--- src/rtl/mem_port_arbiter_if.sv ---
// rtl/mem_port_arbiter_if.sv - IF/DM requester ports, memory bus and status of mem_port_arbiter
interface mem_port_arbiter_if #(
  parameter int AW = 16,
  parameter int DW = 16
);
  logic          if_req;
  logic [AW-1:0] if_addr;
  logic [DW-1:0] if_rdata;
  logic          if_done;
  logic          dm_req;
  logic          dm_we;
  logic [AW-1:0] dm_addr;
  logic [DW-1:0] dm_wdata;
  logic [DW-1:0] dm_rdata;
  logic          dm_done;
  logic          mem_en;
  logic          mem_we;
  logic [AW-1:0] mem_addr;
  logic [DW-1:0] mem_wdata;
  logic [DW-1:0] mem_rdata;
  logic          busy;
  logic          owner;

  modport slave (
    input  if_req, if_addr, dm_req, dm_we, dm_addr, dm_wdata, mem_rdata,
    output if_rdata, if_done, dm_rdata, dm_done,
    output mem_en, mem_we, mem_addr, mem_wdata, busy, owner
  );

  modport master (
    output if_req, if_addr, dm_req, dm_we, dm_addr, dm_wdata, mem_rdata,
    input  if_rdata, if_done, dm_rdata, dm_done,
    input  mem_en, mem_we, mem_addr, mem_wdata, busy, owner
  );
endinterface

--- src/rtl/mem_port_arbiter.sv ---
// rtl/mem_port_arbiter.sv - IF/DM arbiter for one fixed-latency single-port memory
// Optional macro ARB_RR_EN: alternate the winner on ties instead of fixed DM priority.
module mem_port_arbiter #(
  parameter int AW  = 16,
  parameter int DW  = 16,
  parameter int LAT = 2
) (
  input logic             clk,
  input logic             rst_n,
  mem_port_arbiter_if.slave bus
);
  typedef enum logic [1:0] {IDLE, ACCESS, RESP} state_t;

  state_t        state;
  logic [3:0]    count;
  logic          mem_en_q;
  logic          mem_we_q;
  logic [AW-1:0] mem_addr_q;
  logic [DW-1:0] mem_wdata_q;
  logic [DW-1:0] if_rdata_q;
  logic [DW-1:0] dm_rdata_q;
  logic          if_done_q;
  logic          dm_done_q;
  logic          busy_q;
  logic          owner_q;
  logic          dm_wins;

`ifdef ARB_RR_EN
  logic          last_owner;

  always_comb begin
    dm_wins = bus.dm_req;
    if (bus.dm_req && bus.if_req) dm_wins = ~last_owner;
  end
`else
  always_comb begin
    dm_wins = bus.dm_req;
  end
`endif

  always_ff @(posedge clk) begin
    if (!rst_n) begin
      state       <= IDLE;
      count       <= 4'd0;
      mem_en_q    <= 1'b0;
      mem_we_q    <= 1'b0;
      mem_addr_q  <= '0;
      mem_wdata_q <= '0;
      if_rdata_q  <= '0;
      dm_rdata_q  <= '0;
      if_done_q   <= 1'b0;
      dm_done_q   <= 1'b0;
      busy_q      <= 1'b0;
      owner_q     <= 1'b0;
`ifdef ARB_RR_EN
      last_owner  <= 1'b0;
`endif
    end else begin
      case (state)
        IDLE: begin
          if (bus.if_req || bus.dm_req) begin
            owner_q    <= dm_wins;
            mem_addr_q <= dm_wins ? bus.dm_addr : bus.if_addr;
            mem_we_q   <= dm_wins & bus.dm_we;
            if (dm_wins) mem_wdata_q <= bus.dm_wdata;
            count      <= 4'(LAT - 1);
            mem_en_q   <= 1'b1;
            busy_q     <= 1'b1;
            state      <= ACCESS;
`ifdef ARB_RR_EN
            last_owner <= dm_wins;
`endif
          end
        end
        ACCESS: begin
          if (count == 4'd0) begin
            // mem_rdata is only valid in this last access cycle
            if (!mem_we_q) begin
              if (owner_q) dm_rdata_q <= bus.mem_rdata;
              else         if_rdata_q <= bus.mem_rdata;
            end
            mem_en_q  <= 1'b0;
            mem_we_q  <= 1'b0;
            dm_done_q <= owner_q;
            if_done_q <= ~owner_q;
            state     <= RESP;
          end else begin
            count <= count - 4'd1;
          end
        end
        RESP: begin
          if_done_q <= 1'b0;
          dm_done_q <= 1'b0;
          busy_q    <= 1'b0;
          state     <= IDLE;
        end
        default: state <= IDLE;
      endcase
    end
  end

  assign bus.mem_en    = mem_en_q;
  assign bus.mem_we    = mem_we_q;
  assign bus.mem_addr  = mem_addr_q;
  assign bus.mem_wdata = mem_wdata_q;
  assign bus.if_rdata  = if_rdata_q;
  assign bus.dm_rdata  = dm_rdata_q;
  assign bus.if_done   = if_done_q;
  assign bus.dm_done   = dm_done_q;
  assign bus.busy      = busy_q;
  assign bus.owner     = owner_q;
endmodule

--- src/flat_wrapper.sv ---
// flat-port wrapper written by rule: the top's interface ports become plain ports
module mem_port_arbiter_flat 
#(
  parameter int AW  = 16,
  parameter int DW  = 16,
  parameter int LAT = 2
)
  (clk, rst_n, bus_if_req, bus_if_addr, bus_dm_req, bus_dm_we, bus_dm_addr, bus_dm_wdata, bus_mem_rdata, bus_if_rdata, bus_if_done, bus_dm_rdata, bus_dm_done, bus_mem_en, bus_mem_we, bus_mem_addr, bus_mem_wdata, bus_busy, bus_owner);
  mem_port_arbiter_if #(.AW(AW), .DW(DW)) bus_i ();
  input logic clk;
  input logic rst_n;
  input wire logic [$bits(bus_i.if_req)-1:0] bus_if_req;
  input wire logic [$bits(bus_i.if_addr)-1:0] bus_if_addr;
  input wire logic [$bits(bus_i.dm_req)-1:0] bus_dm_req;
  input wire logic [$bits(bus_i.dm_we)-1:0] bus_dm_we;
  input wire logic [$bits(bus_i.dm_addr)-1:0] bus_dm_addr;
  input wire logic [$bits(bus_i.dm_wdata)-1:0] bus_dm_wdata;
  input wire logic [$bits(bus_i.mem_rdata)-1:0] bus_mem_rdata;
  output wire logic [$bits(bus_i.if_rdata)-1:0] bus_if_rdata;
  output wire logic [$bits(bus_i.if_done)-1:0] bus_if_done;
  output wire logic [$bits(bus_i.dm_rdata)-1:0] bus_dm_rdata;
  output wire logic [$bits(bus_i.dm_done)-1:0] bus_dm_done;
  output wire logic [$bits(bus_i.mem_en)-1:0] bus_mem_en;
  output wire logic [$bits(bus_i.mem_we)-1:0] bus_mem_we;
  output wire logic [$bits(bus_i.mem_addr)-1:0] bus_mem_addr;
  output wire logic [$bits(bus_i.mem_wdata)-1:0] bus_mem_wdata;
  output wire logic [$bits(bus_i.busy)-1:0] bus_busy;
  output wire logic [$bits(bus_i.owner)-1:0] bus_owner;
  assign bus_i.if_req = bus_if_req;
  assign bus_i.if_addr = bus_if_addr;
  assign bus_i.dm_req = bus_dm_req;
  assign bus_i.dm_we = bus_dm_we;
  assign bus_i.dm_addr = bus_dm_addr;
  assign bus_i.dm_wdata = bus_dm_wdata;
  assign bus_i.mem_rdata = bus_mem_rdata;
  assign bus_if_rdata = bus_i.if_rdata;
  assign bus_if_done = bus_i.if_done;
  assign bus_dm_rdata = bus_i.dm_rdata;
  assign bus_dm_done = bus_i.dm_done;
  assign bus_mem_en = bus_i.mem_en;
  assign bus_mem_we = bus_i.mem_we;
  assign bus_mem_addr = bus_i.mem_addr;
  assign bus_mem_wdata = bus_i.mem_wdata;
  assign bus_busy = bus_i.busy;
  assign bus_owner = bus_i.owner;
  mem_port_arbiter #(.AW(AW), .DW(DW), .LAT(LAT)) u_core (.clk(clk), .rst_n(rst_n), .bus(bus_i));
endmodule
--- config.mk ---
export PLATFORM = sky130hd
export DESIGN_NAME = mem_port_arbiter_flat
export DESIGN_NICKNAME = d
export VERILOG_FILES = /design/src/rtl/mem_port_arbiter_if.sv /design/src/rtl/mem_port_arbiter.sv /design/src/flat_wrapper.sv
export SDC_FILE = /design/constraint.sdc
export NUM_CORES = 1
export LEC_CHECK = 0
export ABC_AREA = 1
export BUFFER_PORTS_ARGS = -buffer_cell sky130_fd_sc_hd__buf_4
export CORE_MARGIN = 5
export CORE_UTILIZATION = 47
export CTS_CLUSTER_DIAMETER = 80
export CTS_CLUSTER_SIZE = 10
export DETAILED_ROUTE_END_ITERATION = 10
export PLACE_DENSITY = 0.83
export SLEW_MARGIN = 20
export SYNTH_ARGS = -nofsm -noshare
export SYNTH_HDL_FRONTEND = slang
export SYNTH_SLANG_ARGS = --single-unit
--- constraint.sdc ---
create_clock -name clk -period 1.8 [get_ports clk]
set_clock_uncertainty 0.1 [all_clocks]
set_input_delay 0.09 -clock clk [delete_from_list [all_inputs] [get_ports clk]]
set_output_delay 0.09 -clock clk [all_outputs]
set_load 0.05 [all_outputs]
==> impl_results.md <==
- Worst path max stage delay: 0.56 ns
- Clock power share: 28.9%
- Tot Pwr: 5520 uW
- Row count: 29
- Combinational group share of total power: 34.5%
- Die W: 91.5 microns
- Vias per Instance: 4.78
- Peak Freq: 639 MHz
- Gates resized, CTS repair: 0
- Slowest cell on crit path: dlygate4sd3_1
- Max Cap Viol: 0
- First-pass DRT Iterations: 4
- Status: finished, final reports clean
- Syn-to-layout area delta: 57.1%
- Fillers: 460
- Clock tree buffer depth: 2
- Post-Syn Instances: 431
- Avg Synthesized Cell Area: 7.23 sq um
- GPL Wtd Cong: 0.791
- Commonest non-fill, non-tap cells in the layout: buf_4 (143), nor2_1 (119), nand2_1 (92), dfxtp_1 (76), dlygate4sd3_1 (48)
- Crit-path cells: dlygate4sd3_1 -> buf_4 -> nand2_1 -> nand2_1 -> dlygate4sd3_1 -> o21ai_0 -> nor2_1
- CORE AREA: 6390 sq um
- Worst Max-Slew Pin Slew: 0.529 ns
- Fin util: 76.7%
- Die height: 91.5 microns
- Setup crit start kind: primary input
- Crit share post-route: 86.9%
- HP Class: in -> reg
- Pwr dens: 1130 nW/um^2
- Number of I/O pins: 139
- CTS tree: yes
- DIE AREA: 8360 sq um
- Post-synth cell types: 24
- Minimum clock period: 1.56 ns
- Slew HR: 64.7%
- Crit path arrival time: 1.70 ns
- Final setup viols: 0
- Number of warnings issued by yosys: 0
- Vias post-DR: 3322
- Most common cell after layout, fill and taps aside: buf_4
- Hold_buf cts: 48
- Number of routed nets with antenna violations: 0
- DRT iter0 DRCs: 135
- Post-Syn Area: 3120 sq um
- Sw Ratio: 36.0%
- Leak: 0.00243 uW
- GRT Overall Usage: 22.1%
- Initial Util: 48.8%
- Crit. End Element: register
- CP Class: in -> reg
- Worst-path fanout max: 1
- Sequential element share of the synthesized area: 48.8%
- Number of global-route vias before repair: 3291
- RSZ-0062 raised after global routing: false
- Clock Latency Late Sink: 0.33 ns
- Antenna violations before repair: 0
- Flop pwr share: 36.6%
- Maximum VDD drop: 776 uV
- Hold_ws: 0.00415 ns
- Clk slew on worst S/H paths: 0.08 ns
- Pin count of the biggest net entering global routing: 40
- Root buf cell: clkbuf_8
- Final Hold Vio Count: 0
- Max-slew violation count: 0
- Post-CTS setup buffer count: 0
- N_diodes: 0
- DRC viols: 0
- Worst path required time: 1.93 ns
- Drt wl/cell: 13.2 microns
- CTS H-tree lvls: 3
- CTS Sinks: 76
- DP Area: 4170 sq um
- Power Internal: 3530 uW
- FF+latch count, synth: 76
- Fraction of layout cells with a size suffix above 1: 27.8%
- Post-Syn Nets: 502
- WL final: 9.19 mm
- Setup TNS: 0 ns
- Final instance area: 4900 sq um
- First-pass GRT wire length: 15.4 mm
- # nets final: 684
- Detailed Place HPWL: 6.03 mm
- CTS Buf Count: 9
- Port bufs: 138
- Sw Pwr: 1990 uW
- Grt ovf: 0
Yosys cell counts (all sizes together):
cell type,number,area [sq um]
dfxtp,76,1520
inv,27,101
or2,1,6.26
a21oi,9,48.8
ha,2,25.0
clkinv,2,7.51
buf,12,104
nor3,17,85.1
nand2,93,357
nand3,8,65.1
clkbuf,9,35.0
o21ai,51,259
nor2,124,503
kinds of logic (layout without fill, tap and decap cells):
family                   Yosys count  count (layout)  share of synthesized area, %
AO/OA/AOI/OAI                     60              60                          9.87
adder cells (fa/ha/maj)            2               2                         0.802
flip-flops                        76              76                          48.8
buffers and inverters             50             237                          7.95
AND/OR/NAND/NOR                  243             243                          32.6
power by group through the flow:
stage               Sequential [uW]  Clock [uW]  Combinational, uW
global route                   2050        1700               2050
finish                         2020        1600               1900
detailed placement             2050           0               1810
global placement               2040           0               1780
floorplan                      2710           0                602
CTS                            2020        1620               1900
routing by layer:
layer / GRT usage [%] / vias to the layer above / routed length [microns]
met5: 0 / - / 0
met4: 8.19 / 0 / 190
met3: 6.28 / 21 / 637
met2: 38.2 / 112 / 4630
met1: 25.8 / 1484 / 3730
li1: - / 1705 / -
flip-flops by register name, summed over array words and instances, names as in the netlist:
name / cells
u_core.bus.owner: 1
u_core.bus.dm_rdata: 16
u_core.bus.busy: 1
u_core.bus.mem_en: 1
u_core.bus.mem_wdata: 16
u_core.bus.dm_done: 1
u_core.bus.if_done: 1
u_core.bus.mem_addr: 16
u_core.count: 4
u_core.bus.if_rdata: 16
u_core.bus.mem_we: 1
u_core.state: 2
path summary, 6_finish.rpt:
check	from	to	slack (ns)	cells past startpoint
worst max register to register	u_core.count[0]	u_core.bus.if_rdata[9]	0.26	8
worst max-delay path	bus_if_addr[2]	u_core.bus.mem_addr[2]	0.24	7
worst min register to register	u_core.bus.mem_en	u_core.bus.mem_en	0.37	2
worst min-delay path	bus_if_addr[9]	u_core.bus.mem_addr[9]	0.004	5
worst max-delay path, delay by kind of cell:
kind,cells,cell delay (ns)
compound gates,1,0.19
simple gates,3,0.16
buf+inv,3,1.25
per-stage QoR:
step | instances | setup WS, ns
6_report | 695 | 0.236
2_1_floorplan | 431 | 0.255
3_3_place_gp | 631 | 0.302
5_1_grt | 695 | 0.0837
3_5_place_dp | 631 | 0.248
4_1_cts | 695 | 0.248
area by class of cell:
type	count	area, sq um	share of cell area (%)
tap	77	96.3	1.97
sequential	76	1520	31.1
clock inverter	4	95.1	1.94
timing repair buffer	192	1570	32.1
multi-input combinational	305	1350	27.5
inverter	29	109	2.22
clock buffer	12	155	3.17
Power figures use the tool's default switching activity.
